## src/rtl/lpddr2_avm_arbiter.sv

```systemverilog
// Two-port arbiter onto the LPDDR2 controller Avalon-MM port, with in-order read tag tracking.
// Optional round-robin arbitration enabled by defining LPDDR2_ARB_RR_EN (default: fixed priority, port 0 wins).
module lpddr2_avm_arbiter #(
  parameter int unsigned ADDR_W    = 27,
  parameter int unsigned DATA_W    = 32,
  parameter int unsigned TAG_DEPTH = 8,
  parameter int unsigned TAG_PTR_W = 3
) (
  input  logic                  avm_clk,
  input  logic                  avm_rst_n,
  input  logic [ADDR_W-1:0]     m0_addr,
  input  logic [DATA_W-1:0]     m0_wdata,
  input  logic [DATA_W/8-1:0]   m0_be,
  input  logic                  m0_read_req,
  input  logic                  m0_write_req,
  output logic                  m0_ready,
  output logic                  m0_rdata_valid,
  output logic [DATA_W-1:0]     m0_rdata,
  input  logic [ADDR_W-1:0]     m1_addr,
  input  logic [DATA_W-1:0]     m1_wdata,
  input  logic [DATA_W/8-1:0]   m1_be,
  input  logic                  m1_read_req,
  input  logic                  m1_write_req,
  output logic                  m1_ready,
  output logic                  m1_rdata_valid,
  output logic [DATA_W-1:0]     m1_rdata,
  input  logic                  avm_ready,
  output logic                  avm_burstbegin,
  output logic [ADDR_W-1:0]     avm_addr,
  output logic [DATA_W-1:0]     avm_wdata,
  output logic [DATA_W/8-1:0]   avm_be,
  output logic                  avm_read_req,
  output logic                  avm_write_req,
  output logic                  avm_size,
  input  logic                  avm_rdata_valid,
  input  logic [DATA_W-1:0]     avm_rdata,
  output logic                  arb_err
);

  localparam logic [TAG_PTR_W:0] FULL_CNT = (TAG_PTR_W+1)'(TAG_DEPTH);

  typedef enum logic [1:0] {S_IDLE, S_HOLD0, S_HOLD1} state_e;

  state_e                 state_q, state_d;
  logic [TAG_DEPTH-1:0]   tag_q, tag_d;
  logic [TAG_PTR_W-1:0]   wr_ptr_q, wr_ptr_d, rd_ptr_q, rd_ptr_d;
  logic [TAG_PTR_W:0]     count_q, count_d;
  logic                   arb_err_q, arb_err_d;

  logic tag_full, elig0, elig1;
  logic grant_vld, grant_id, win_rd, accept, push, pop, head;

`ifdef LPDDR2_ARB_RR_EN
  logic last_q, last_d;
`endif

  // Arbitration, command mux and read-tag bookkeeping
  always_comb begin
    grant_vld = 1'b0;
    grant_id  = 1'b0;
    avm_burstbegin = 1'b0;

    tag_full = (count_q == FULL_CNT);
    elig0    = m0_read_req ? !tag_full : m0_write_req;
    elig1    = m1_read_req ? !tag_full : m1_write_req;

    unique case (state_q)
      S_IDLE: begin
        grant_vld      = elig0 | elig1;
        avm_burstbegin = elig0 | elig1;
        if (elig0 && elig1) begin
`ifdef LPDDR2_ARB_RR_EN
          grant_id = !last_q;
`else
          grant_id = 1'b0;
`endif
        end else begin
          grant_id = !elig0;
        end
      end
      S_HOLD0: begin
        grant_vld = elig0;
        grant_id  = 1'b0;
      end
      S_HOLD1: begin
        grant_vld = elig1;
        grant_id  = 1'b1;
      end
      default: ;
    endcase

    win_rd = grant_id ? m1_read_req : m0_read_req;
    accept = grant_vld & avm_ready;
    push   = accept & win_rd;
    pop    = avm_rdata_valid & (count_q != '0);
    head   = tag_q[rd_ptr_q];

    avm_addr      = grant_id ? m1_addr  : m0_addr;
    avm_wdata     = grant_id ? m1_wdata : m0_wdata;
    avm_be        = grant_id ? m1_be    : m0_be;
    avm_read_req  = grant_vld & win_rd;
    avm_write_req = grant_vld & !win_rd;
    avm_size      = 1'b1;
    m0_ready      = accept & !grant_id;
    m1_ready      = accept & grant_id;
    m0_rdata_valid = pop & !head;
    m1_rdata_valid = pop & head;
    arb_err        = arb_err_q;

    // A stalled grant locks the mux; a dropped request falls back to IDLE
    if (grant_vld && !avm_ready) state_d = grant_id ? S_HOLD1 : S_HOLD0;
    else                         state_d = S_IDLE;

    tag_d    = tag_q;
    wr_ptr_d = wr_ptr_q;
    rd_ptr_d = rd_ptr_q;
    count_d  = count_q;
    if (push) begin
      tag_d[wr_ptr_q] = grant_id;
      wr_ptr_d        = wr_ptr_q + TAG_PTR_W'(1);
    end
    if (pop) rd_ptr_d = rd_ptr_q + TAG_PTR_W'(1);
    unique case ({push, pop})
      2'b10:   count_d = count_q + (TAG_PTR_W+1)'(1);
      2'b01:   count_d = count_q - (TAG_PTR_W+1)'(1);
      default: ;
    endcase

    arb_err_d = arb_err_q | (avm_rdata_valid & (count_q == '0));

`ifdef LPDDR2_ARB_RR_EN
    last_d = accept ? grant_id : last_q;
`endif
  end

  assign m0_rdata = avm_rdata;
  assign m1_rdata = avm_rdata;

  always_ff @(posedge avm_clk or negedge avm_rst_n) begin
    if (!avm_rst_n) begin
      state_q   <= S_IDLE;
      tag_q     <= '0;
      wr_ptr_q  <= '0;
      rd_ptr_q  <= '0;
      count_q   <= '0;
      arb_err_q <= 1'b0;
    end else begin
      state_q   <= state_d;
      tag_q     <= tag_d;
      wr_ptr_q  <= wr_ptr_d;
      rd_ptr_q  <= rd_ptr_d;
      count_q   <= count_d;
      arb_err_q <= arb_err_d;
    end
  end

`ifdef LPDDR2_ARB_RR_EN
  always_ff @(posedge avm_clk or negedge avm_rst_n) begin
    if (!avm_rst_n) last_q <= 1'b1;
    else            last_q <= last_d;
  end
`endif

endmodule

```

## config.mk

```make
export PLATFORM = sky130hd
export DESIGN_NAME = lpddr2_avm_arbiter
export DESIGN_NICKNAME = d
export VERILOG_FILES = /design/src/rtl/lpddr2_avm_arbiter.sv
export SDC_FILE = /design/constraint.sdc
export NUM_CORES = 1
export LEC_CHECK = 0
export ABC_AREA = 1
export BUFFER_PORTS_ARGS = -buffer_cell sky130_fd_sc_hd__buf_4
export CAP_MARGIN = 5
export CORE_AREA = 5 5 113 115
export CTS_CLUSTER_SIZE = 16
export DETAILED_ROUTE_END_ITERATION = 10
export DIE_AREA = 0 0 118 120
export SETUP_SLACK_MARGIN = 0.15
export SYNTH_ARGS = -nofsm -noshare
export SYNTH_HDL_FRONTEND = slang
export SYNTH_SLANG_ARGS = --single-unit
```

## constraint.sdc

```tcl
create_clock -name avm_clk -period 3.1 [get_ports avm_clk]
set_input_delay 0.155 -clock avm_clk [delete_from_list [all_inputs] [get_ports avm_clk]]
set_output_delay 0.155 -clock avm_clk [all_outputs]
set_load 0.02 [all_outputs]
```

== After elaboration in Yosys (flattened, before gate mapping) ==
Cells that the tools add are included.

* Register bits after elaboration: 21
* Logic and storage cells: 61
* Output and inout bits: 136

* Equal/unequal tests: 5
* $add $sub $neg: 4
* $lt $le $gt $ge: 3
* Bitwise logic cells: 12
* Reductions and logical operators: 13
* Multiplexer cells: 18

{| class="wikitable"
|+ Operators by type and width
! kind !! count
|-
| $mux W32 || 1
|-
| $mux W27 || 1
|-
| $and A1 B1 Y1 || 10
|-
| $bwmux W8 || 1
|-
| $lt A3 B4 Y1 const B || 2
|-
| $pmux W4 S2 || 1
|-
| $mux W1 || 7
|-
| $add A3 B1 Y3 const B || 2
|-
| $logic_not A1 Y1 || 6
|-
| $add A4 B1 Y4 const B || 1
|-
| $eq A2 B1 Y1 const B || 2
|-
| $eq A2 B2 Y1 const B || 2
|-
| $eq A4 B4 Y1 const B || 1
|-
| $logic_not A4 Y1 || 1
|-
| $mux W2 || 2
|-
| $mux W4 || 1
|-
| $reduce_bool A4 Y1 || 1
|-
| $sub A4 B1 Y4 const B || 1
|-
| $bmux W1 S3 || 1
|-
| $demux W1 S3 || 1
|-
| $ge A3 B1 Y1 const B || 1
|-
| $logic_and A1 B1 Y1 || 3
|-
| $pmux W1 S3 || 1
|-
| $logic_not A2 Y1 || 1
|-
| other kinds (3) || 4
|}

== Longest topological paths before layout ==
* Depth in word-level cells: 10
* Mapped depth: 15
* Gate-level depth less buffers: 14

== Worst setup path after synthesis ==
Ideal clock, no wire load.

* Kind: register to register
* Start point: register count_q[1]
* End point: register count_q[2]
* Cell stages (with the launch flop): 14
* Arrival: 2077 ps
* Path slack: 895 ps
* Required time: 2972 ps
* Path buffers: 1
* Setup time: 128 ps
* Cells stage by stage: dfrtp_1 > nor2_2 > nand3_2 > nand2_4 > nand3_1 > nand2_2 > buf_6 > nand2_4 > ha_1 > xor2_1 > ha_1 > a21oi_1 > xor2_1 > o21ai_0

* Cells in the longest elaborated chain, start to end: 10
* Elaborated cells on any way between the ends: 21
* Those cells by class: 2 x add/sub; 3 x eq/ne; 7 x mux; 4 x bitwise; 5 x reduce/logical

{| class="wikitable"
|+ Ends and longest elaborated chain
! what !! line !! source
|-
| start: declaration || 47 || <nowiki>logic [TAG_PTR_W:0] count_q, count_d;</nowiki>
|-
| start signal: assignment || 152 || <nowiki>count_q <= count_d;</nowiki>
|-
| $eq A4 B4 Y1 || 63 || <nowiki>tag_full = (count_q == FULL_CNT);</nowiki>
|-
| $logic_not A1 Y1 || 64, 65 ||
|-
| $mux W1, on equally long branches || 64, 65 ||
|-
| $logic_not A1 Y1 / $logic_and A1 B1 Y1 (equally long branches) || 78, 71 ||
|-
| $mux W1 || 71 || <nowiki>if (elig0 && elig1) begin</nowiki>
|-
| $pmux W1 S2 || 67 || <nowiki>unique case (state_q)</nowiki>
|-
| $mux W1 || 92 || <nowiki>win_rd = grant_id ? m1_read_req : m0_read_req;</nowiki>
|-
| $and A1 B1 Y1 || 94 || <nowiki>push = accept & win_rd;</nowiki>
|-
| $eq A2 B1 Y1 / $eq A2 B2 Y1 (equally long branches) || 123 || <nowiki>unique case ({push, pop})</nowiki>
|-
| $pmux W4 S2 / $reduce_bool A2 Y1 (equally long branches) || -- ||
|}

Parallel ways exist; a longest one is shown, timed or not.
A chain may end at the register's enable or synchronous reset.

== Final worst setup path ==
Same ends and word-level chain as after synthesis.

==> metrics.md <==
| Metric | Value |
|---|---|
| DPL Wire Length | 9660 um |
| Syn Nets | 606 |
| Commonest cells after routing, fill and taps aside | 231 x nand2_1, 208 x buf_4, 24 x nor2_1 |
| CP endpoint kind | register |
| Post-DP Area | 3700 um^2 |
| Wire length per cell | 15.7 um |
| CP required | 3.27 ns |
| Hold Fails Final Rpt | 0 |
| Port Buffers | 204 |
| Vias in the first global route | roughly 3100 |
| Initial Util | 0.218 |
| Row Count | 40 |
| Synth warn | 0 |
| Number of diodes | 0 |
| Die area | 14200 um^2 |
| Antenna violations before repair | 0 |
| Post-route ant nets | 0 |
| H-tree depth | 1 |
| CTS buffer count | 3 |
| Residual DRC | 0 |
| Worst-path fanout max | 20 |
| Post-synthesis average cell area | 5.86 um^2 |
| Filler Cells Inserted | 1281 |
| Mapped cell area | 2550 um^2 |
| Total GRT Usage | 0.144 |
| Worst Skew | between 0.004 and 0.005 ns |
| Yosys reg bits | 21 |
| CTS tree | built |
| Setup TNS | 0 ns |
| Detailed Route WL | 11200 um |
| Most area-hungry cell type in the Yosys netlist | nand2_1 |
| Area of the multi-input gates | 1380 um^2 |
| Final Max Slew Viols | 0 |
| Fin nets | 737 |
| Worst-Skew Late Latency | 0.25 ns |
| VDD IR-drop max | 0.000396 V |
| # Post-CTS Setup Buffers | 0 |
| First-pass GRT wire length | approximately 17000 um |
| RSZ-0062 raised after global routing | false |
| Most common cell after layout, fill and taps aside | nand2_1 |
| CTS resizes | 0 |
| Kind of critical path | register to register |
| Via count | 3058 |
| Final period util | 0.873 |
| Setup violators final | 0 |
| Outcome | finished, final reports clean |
| Leakage | 2.26 nW |
| Clock Tree Root | clkbuf_16 |
| Clock transition at the registers of the reported paths | ~0.06 ns |
| Drt via density | 4.29 |
| Area Overhead vs Synth | 48.7% |
| FF-to-FF setup slack | 0.39 ns |
| Fmax | 369 MHz |
| Grt total ovfl | 0 |
| Sequential fraction of the synthesis area | 0.206 |
| Die height | 120 um |
| Synth Instances | 435 |
| Iter 0 DRT Violations | ~130 |
| Post-layout minimum cycle time | 2.71 ns |
| Worst slew margin | 0.568 |
| Core Box Area | 11700 um^2 |
| PwrDens | about 700 nW/um^2 |
| Yosys top cell area share | 0.340 |
| Slew @ Worst Pin | 0.649 ns |
| Post-synthesis cell type count | 24 |
| I/O Pins | approximately 300 |
| Design area | 3790 um^2 |
| Pin count of the biggest net entering global routing | 66 |
| Clk buf depth | 2 |
| Max_cap viols | 0 |
| Reg area | 526 um^2 |
| Share of layout cells above drive strength 1 | 0.393 |
| DR pass1 iterations | 4 |
| CP Launch Type | register |
| Clk sink count | 21 |
| HP Class | primary input to register |
| Global placer's final weighted congestion | 0.855 |
| Largest cells by area after synthesis | nand2_1 34%, dfrtp_1 21%, buf_4 20%, nor2_1 3.5%, nand3_1 3.1% |
| Worst Path Arrival | ~2.9 ns |
| Die Wd | 118 um |
==> critical path: stages (launching register included) <==
cell	delay [ns]
dfrtp_1	0.44
nor2_2	0.21
nand3_2	0.12
nand2_4	0.11
nand3_1	0.11
nand2_2	0.32
nand2_4	0.12
ha_1	0.27
xor2_1	0.30
ha_1	0.23
a21oi_1	0.06
xor2_1	0.17
o21ai_0	0.17
==> report_power, final <==
| part | total (mW) | leakage [nW] | internal [mW] | switching [mW] |
|---|---|---|---|---|
| sequential | 0.515 | 0.264 | 0.394 | 0.121 |
| combinational | 1.86 | 1.95 | 0.728 | 1.13 |
| clock | 0.275 | 0.0409 | 0.173 | 0.101 |
==> cells in the mapped netlist <==
| cell type | number |
|---|---|
| o21bai_1 | 1 |
| o22ai_1 | 1 |
| o21ai_0 | 7 |
| dfrtp_1 | 21 |
| nand3_2 | 1 |
| buf_6 | 1 |
| o21ai_2 | 1 |
| xnor2_1 | 2 |
| ha_1 | 5 |
| a21oi_1 | 4 |
| nand2_2 | 2 |
| buf_4 | 69 |
| nand4_1 | 9 |
| nor2_1 | 24 |
| inv_2 | 1 |
| nand3_1 | 16 |
| nor2_2 | 2 |
| inv_1 | 14 |
| clkbuf_1 | 1 |
| nand2_1 | 231 |
| nand2_4 | 3 |
| conb_1 | 1 |
| buf_2 | 12 |
| xor2_1 | 6 |
==> per-stage QoR <==
step / utilization / setup WS [ns] / power, mW / hold WS [ns] / cells
after floorplan: - / 0.895 / 1.75 / -0.141 / 435
after global placement: 0.316 / 0.643 / 2.34 / 0.0532 / 707
after detailed placement: 0.316 / 0.423 / 2.39 / 0.0604 / 707
after CTS: 0.324 / 0.405 / 2.67 / 0.157 / 712
after global routing: 0.324 / 0.206 / 2.88 / 0.182 / 712
final: 0.324 / 0.393 / 2.65 / 0.164 / 712
==> logic make-up (layout without fill, tap and decap cells) <==
group,after synthesis,in the layout,share of synthesized area
AO/OA/AOI/OAI,14,14,0.0304
XOR/XNOR,8,8,0.0275
adder cells (fa/ha/maj),5,5,0.0245
buffers and inverters,98,228,0.255
flip-flops,21,21,0.206
other,1,1,0.00147
AND/OR/NAND/NOR,288,288,0.456
==> cell type report <==
cell class,count,share of cell area
well taps,147,0.0485
flip-flops and latches,21,0.139
multi-input cells,316,0.363
clock inverters,1,0.00132
repair buffers,209,0.414
clock buffers,3,0.0198
inverters,15,0.0148
==> state kept, by name (all words and copies together), names as in the netlist <==
name / count
wr_ptr_q: 3
arb_err: 1
count_q: 4
state_q: 2
tag_q: 8
rd_ptr_q: 3
==> per-layer routing <==
layer	share of wire	global-route usage	wire length [um]	vias up
met4	0.016	0.0280	176	0
met5	0	0	0	-
met2	0.51	0.258	5710	157
met3	0.10	0.0547	1170	12
met1	0.37	0.164	4150	1369
li1	-	-	-	1520
==> path summary, 6_finish.rpt <==
kind,startpoint,end,cells past startpoint
min,avm_rdata_valid,arb_err,3
max reg2reg,count_q[1],count_q[2],12
max in group asynchronous,avm_rst_n,wr_ptr_q[0],2
max,count_q[1],count_q[2],12
min reg2reg,tag_q[3],tag_q[3],2
min in group asynchronous,avm_rst_n,count_q[3],2
==> repair_timing <==
action	4_1_cts	5_1_grt
endpoints found under the hold margin	21	0
endpoints found under the setup margin	0	0
hold buffers	1	0
No activity file was read; power rests on OpenSTA's default activity.
